**src/rtl/ones_frame_acc.sv**
```systemverilog
// rtl/ones_frame_acc.sv - frame accumulator for per-byte population counts
module ones_frame_acc #(
  parameter int FRAME_LEN = 8,
  parameter int SUM_W     = 16
) (
  input  logic             clk,
  input  logic             rst,
  input  logic [3:0]       count,
  input  logic             count_vld,
  output logic             in_rdy,
  output logic [SUM_W-1:0] sum,
  output logic [3:0]       max_cnt,
  output logic             frame_err,
  output logic             sum_vld,
  input  logic             out_rdy
);

  // Index width; a one-sample frame still keeps a 1-bit index that never moves.
  localparam int IDX_W = (FRAME_LEN > 1) ? $clog2(FRAME_LEN) : 1;

  localparam logic ST_ACC  = 1'b0;
  localparam logic ST_DONE = 1'b1;

  localparam logic [IDX_W-1:0] LAST_IDX = IDX_W'(FRAME_LEN - 1);
  localparam logic [SUM_W-1:0] SUM_MAX  = {SUM_W{1'b1}};
  localparam logic [3:0]       CNT_CAP  = 4'd8;

  logic             state;
  logic [SUM_W-1:0] acc;
  logic [3:0]       mx;
  logic             er;
  logic [IDX_W-1:0] idx;

  logic [3:0]       clamped;
  logic             over;
  logic [SUM_W:0]   sum_wide;
  logic [SUM_W-1:0] acc_next;
  logic [3:0]       mx_next;
  logic             er_next;
  logic             accept;
  logic             last;

  // Handshake decode: ready only while collecting and never during reset.
  always_comb begin
    in_rdy  = (state == ST_ACC) & ~rst;
    sum_vld = (state == ST_DONE);
    accept  = count_vld & in_rdy;
    last    = (idx == LAST_IDX);
  end

  // Clamp the incoming count and fold it into the running statistics.
  // The sum is widened by one bit so the carry out doubles as the saturation flag.
  always_comb begin
    over     = (count > CNT_CAP);
    clamped  = over ? CNT_CAP : count;
    sum_wide = {1'b0, acc} + (SUM_W + 1)'(clamped);
    acc_next = sum_wide[SUM_W] ? SUM_MAX : sum_wide[SUM_W-1:0];
    mx_next  = (clamped > mx) ? clamped : mx;
    er_next  = er | over;
  end

  // Frame FSM: collect FRAME_LEN samples, publish, hold until downstream takes it.
  always_ff @(posedge clk) begin
    if (rst) begin
      state     <= ST_ACC;
      acc       <= '0;
      mx        <= '0;
      er        <= 1'b0;
      idx       <= '0;
      sum       <= '0;
      max_cnt   <= '0;
      frame_err <= 1'b0;
    end else begin
      case (state)
        ST_ACC: begin
          if (accept) begin
            if (last) begin
              // Publish including this sample and restart the accumulators clean.
              sum       <= acc_next;
              max_cnt   <= mx_next;
              frame_err <= er_next;
              acc       <= '0;
              mx        <= '0;
              er        <= 1'b0;
              idx       <= '0;
              state     <= ST_DONE;
            end else begin
              acc <= acc_next;
              mx  <= mx_next;
              er  <= er_next;
              idx <= idx + 1'b1;
            end
          end
        end
        ST_DONE: begin
          if (out_rdy) begin
            state <= ST_ACC;
          end
        end
        default: state <= ST_ACC;
      endcase
    end
  end

endmodule

```
**config.mk**
```make
export PLATFORM = sky130hd
export DESIGN_NAME = ones_frame_acc
export DESIGN_NICKNAME = d
export VERILOG_FILES = /design/src/rtl/ones_frame_acc.sv
export SDC_FILE = /design/constraint.sdc
export NUM_CORES = 1
export LEC_CHECK = 0
export BUFFER_PORTS_ARGS = -buffer_cell sky130_fd_sc_hd__buf_2
export CORE_ASPECT_RATIO = 0.8
export CORE_MARGIN = 2
export CORE_UTILIZATION = 50
export CTS_BUF_LIST = sky130_fd_sc_hd__clkbuf_8
export DETAILED_ROUTE_END_ITERATION = 10
export HOLD_SLACK_MARGIN = 0.03
export PLACE_DENSITY = 0.8
export SYNTH_ARGS = -nofsm -noshare
export SYNTH_HDL_FRONTEND = slang
export SYNTH_SLANG_ARGS = --single-unit
```
**constraint.sdc**
```tcl
create_clock -name clk -period 3.2 [get_ports clk]
set_input_delay 0.48 -clock clk [delete_from_list [all_inputs] [get_ports clk]]
set_output_delay 0.48 -clock clk [all_outputs]
set_load 0.005 [all_outputs]
```
# [Yosys cells after proc, flatten, opt, wreduce, memory -nomap -nowiden]
# Cells that the tools add are included.
[word_totals] in_bits=8 regBits=46 elab_cells=31
[op_classes] bitwise_logic=5 n_eq_ne=1 reduce_logical=2 order_cmp=2 mux=11 n_addsub=2
[op_table] op="16-bit 2-to-1 mux" n=2
[op_table] op="16-bit by 4-bit adder with 17-bit output" n=1
[op_table] op="4-bit 2-to-1 mux" n=3
[op_table] op="4-bit greater-than comparator" n=1
[op_table] op="4-bit greater-than comparator (second input constant)" n=1
[op_table] op="1-bit 2-to-1 mux" n=4
[op_table] op="3-bit by 1-bit adder with 3-bit output (second input constant)" n=1
[op_table] op="3-bit equality test (second input constant)" n=1
[op_table] op="3-bit 2-to-1 mux" n=1
[op_table] op="3-bit AND reduction" n=1
[op_table] op="1-bit bitwise AND" n=2
[op_table] op="1-bit inverter" n=2
[op_table] op="1-bit case mux with 2 select lines" n=1
[op_table] op="2-bit AND reduction" n=1
[op_table] op="1-bit OR" n=1

# [Logic depth before layout (Yosys ltp)]
[logic_depth] ltp_word=5 mapped_depth=11

# [Worst setup path before layout]
# Ideal clock, no wire load.
[synth_timing] path_kind="input port to flip-flop" from="input count[3]" to="register sum[11]" required_time_ns=3.081 cell_stages=11 setup_slack_ns=0.786 t_arrival_ns=2.295 setup_time_ns=0.119 path_cell_list="inv_1 > nand2_1 > inv_1 > ha_1 > fa_1 > a211o_1 > o211ai_2 > nor4_4 > buf_6 > o31ai_1 > nand2_1"
[synth_via] elab_chain_len=4
[synth_lines] item="start, declared" line_no="8" rtl="input logic [3:0] count,"
[synth_lines] item="4-bit greater-than comparator" line_no="54" rtl="over = (count > CNT_CAP);"
[synth_lines] item="4-bit 2-to-1 mux *" line_no="55" rtl="clamped = over ? CNT_CAP : count;"
[synth_lines] item="16-bit by 4-bit adder with 17-bit output *" line_no="56" rtl="sum_wide = {1'b0, acc} + (SUM_W + 1)'(clamped);"
[synth_lines] item="16-bit 2-to-1 mux *" line_no="57" rtl="acc_next = sum_wide[SUM_W] ? SUM_MAX : sum_wide[SUM_W-1:0];"
[synth_lines] item="end signal, assigned" line_no="79" rtl="sum <= acc_next;"
[synth_lines] item="end, declared" line_no="11" rtl="output logic [SUM_W-1:0] sum,"
# Mark *: on every way between the ends. The rest lies on a longest branch, timed or not.
# A chain may end at the register's enable or synchronous reset.

# [Worst setup path after layout]
[layout_timing] from="input count[3]" to="register acc[7]"
[layout_via] elab_chain_len=5
[layout_lines] item="4-bit greater-than comparator" line_no="54"
[layout_lines] item="4-bit 2-to-1 mux *" line_no="55"
[layout_lines] item="16-bit by 4-bit adder with 17-bit output *" line_no="56"
[layout_lines] item="16-bit 2-to-1 mux *" line_no="57"
[layout_lines] item="16-bit 2-to-1 mux *" line_no="77" rtl="if (last) begin"
[layout_lines] item="end signal, assigned" line_no="88" rtl="acc <= acc_next;"
[layout_lines] item="end, declared" line_no="29" rtl="logic [SUM_W-1:0] acc;"
# Marks and branches as above.

==> results.md <==
- Main combinational cell family by area after synthesis: compound AO/OA/AOI/OAI gates
- Top cells by area, synth: dfxtp_1 (40%), a21oi_1 (5.6%), ha_1 (5.4%)
- H-tree depth: 2
- Register area share after synthesis: 39.5%
- Final WS setup: 0.533 ns
- CP Capture Type: flop
- Post-route setup TNS: 0 ns
- Placed Area: 2530 um2
- Synthesized-area fraction occupied by adder cells: 6.23%
- P&R area growth vs syn: 12.5%
- Vias post-DR: 2,186
- Pwr dens: 413 nW/um2
- Hold Path Class: input port to flop
- CTS tree: built
- Worst-Skew Late Latency: 0.30 ns
- Area of the core: 4540 um2
- Worst VDD drop: 0.256 mV
- Data arrival, critical path: 2.89 ns
- Core Rows: 22
- CTS Buffer Depth: 2
- Via density per instance: 5.92
- CTS resizes: 0
- Final worst path period share: 83.3%
- Syn nets: 299
- Post-synth EDFFs: 0
- Most frequent cell after synthesis: dfxtp_1
- Post-synthesis compound-gate area fraction: 23.6%
- Critical path peak fanout: 15
- Leading area contributor after synthesis: dfxtp_1
- Gr ovfl total: 0
- Antenna Cells: 0
- TritonCTS Buffers: 5
- Post-synthesis xor/xnor area fraction: 2.63%
- Worst-path clk slew: 0.09 ns
- CP Launch Type: input port
- Die X: 80.3 um
- Post-synth top flop: dfxtp_1
- Fmax: 0.375 GHz
- GRT Total Usage: 23.0%
- Ports: 31
- Mapped Area: 2330 um2
- DRT iter0 DRCs: 175
- Worst slew pin tran: 1.03 ns
- Clk sinks: 46
- Reg2reg start: acc[6]
- HPWL after detailed placement: 4.00 mm
- Layout fillers: 419
- Detailed Routing Iterations Pass 1: 4
- Residual DRC: 0
- Proportion of synthesized area in mux cells: 0.429%
- Maxcap violations: 0
- Warnings from Yosys: 0
- Worst EP required: 3.42 ns
- Post-CTS Setup Bufs: 0
- Synth Instances: 280
- Distinct cells, synth: 47
- Port Buffers: 30
- Post-synth top cells: dfxtp_1 (46), nand2_1 (30), a21oi_1 (26), o21ai_0 (22), nor2_1 (21)
- Starting Density: 51.3%
- Skew final: 0.00928 ns
- Final WL: 5.65 mm
- DIE AREA: 5230 um2
- Crit. Startpoint: count[3]
- Crit path cell chain: buf_2 -> inv_1 -> nand2_1 -> inv_1 -> ha_1 -> fa_1 -> a211o_1 -> o211ai_2 -> nor4_4 -> o21ai_0 -> a221oi_2
- Post-synth ARST share: 0%
- P_leak: 1.16 nW
- Crit-path slowest cell: nor4_4
- Simple-gate area share of the yosys netlist: 22.2%
- RSZ-0062 raised after global routing: false
- Critical Setup Path Class: input port to flop
- WL/cell: 15.3 um
- First-pass GRT wire length: 9.36 mm
- Min-Delay Startpoint: out_rdy
- Initial antenna violation count: 0
- Layout cell share with drive strength beyond 1: 16.2%
- Fin area: 2620 um2
- Pin count of the biggest net entering global routing: 24
- Hold slack final: 0.416 ns
- Die Y: 65.1 um
- Most used cell, CP: inv_1
- Remaining antenna violation count: 0
- Status: finished clean
- Avg Inst Size Synth: 8.32 um2
- CTS Hold Buffers Added: 0
- Final Hold Viols: 0
- Vias in the first global route: 2,019
- Placement Setup Slack: 0.237 ns
- Post-synth top area share: 39.5%
- Fin. max-slew vios: 0
- Rel. slew slack: 31.0%
- Final #Nets: 327
- Placer congestion estimate: 0.893
- Worst path max stage delay: 0.71 ns
- Clk root buf: clkbuf_8
- Crit path time final: 2.67 ns
- # setup viols final: 0
- Synth Register Bits: 46
## final cells by class
type                            count  area, um2  area share [%]
Clock buffer                        6       82.6            3.15
Clock inverter                      2       12.5           0.477
Inverter                           16       60.1            2.29
Multi-Input combinational cell    204       1280            49.0
Sequential cell                    46        921            35.1
Tap cell                           60       75.1            2.86
Timing Repair Buffer               35        188            7.16
## routing by layer
metal / part of all wire [%] / vias to the layer above / wire (um) / GRT usage [%]
met5: 0 / - / 0 / 0
met4: 1.9 / 0 / 107 / 7.84
met3: 8.3 / 20 / 470 / 5.43
met2: 43 / 90 / 2420 / 35.3
met1: 47 / 1005 / 2650 / 31.7
li1: - / 1071 / - / -
## registers in the layout (all words and copies together) (netlist names)
| register | flops |
|---|---|
| acc | 16 |
| sum | 16 |
| max_cnt | 4 |
| mx | 4 |
| idx | 3 |
| er | 1 |
| frame_err | 1 |
| sum_vld | 1 |
## through the flow
step	utilization (%)	total power [mW]	instances
6_report	57.7	1.08	369
5_1_grt	57.7	1.13	369
4_1_cts	57.7	1.09	369
3_5_place_dp	55.6	0.716	361
3_3_place_gp	55.6	0.713	361
2_1_floorplan	-	0.682	280
## worst max-delay path: cells and delay by family
kind / cells / cell delay (ns)
fa+ha+maj: 2 / 0.42
simple gates: 2 / 0.82
compound gates: 4 / 0.80
buf+inv: 3 / 0.37
## report_power, final
| part | switching, mW | internal [mW] |
|---|---|---|
| logic | 0.0758 | 0.0403 |
| clock network | 0.203 | 0.174 |
| registers | 0.00737 | 0.583 |
| total | 0.286 | 0.797 |
## kinds of logic after synthesis
family,count (synthesis)
DFF,46
xor gates and xnor gates,7
adders and majority gates,11
muxes,1
buffers and inverters,30
and+or+nand+nor,101
AOI/OAI and AO/OA,84
## path summary, 6_finish.rpt
path | endpoint | slack (ns) | cells past startpoint
setup reg to reg | acc[7] | 0.63 | 5
hold reg to reg | sum[15] | 0.44 | 2
hold / removal | sum_vld | 0.42 | 4
setup / recovery | acc[7] | 0.53 | 11
## cell usage in the layout, fill, tap and decap left out, drive strengths merged, types with 9 or more instances in the layout
cell type / n
dfxtp: 46
buf: 35
nand2: 30
a21oi: 26
o21ai: 23
nor2: 22
inv: 16
nor3: 10
ha: 10
nand3: 9
Power figures use the tool's default switching activity.
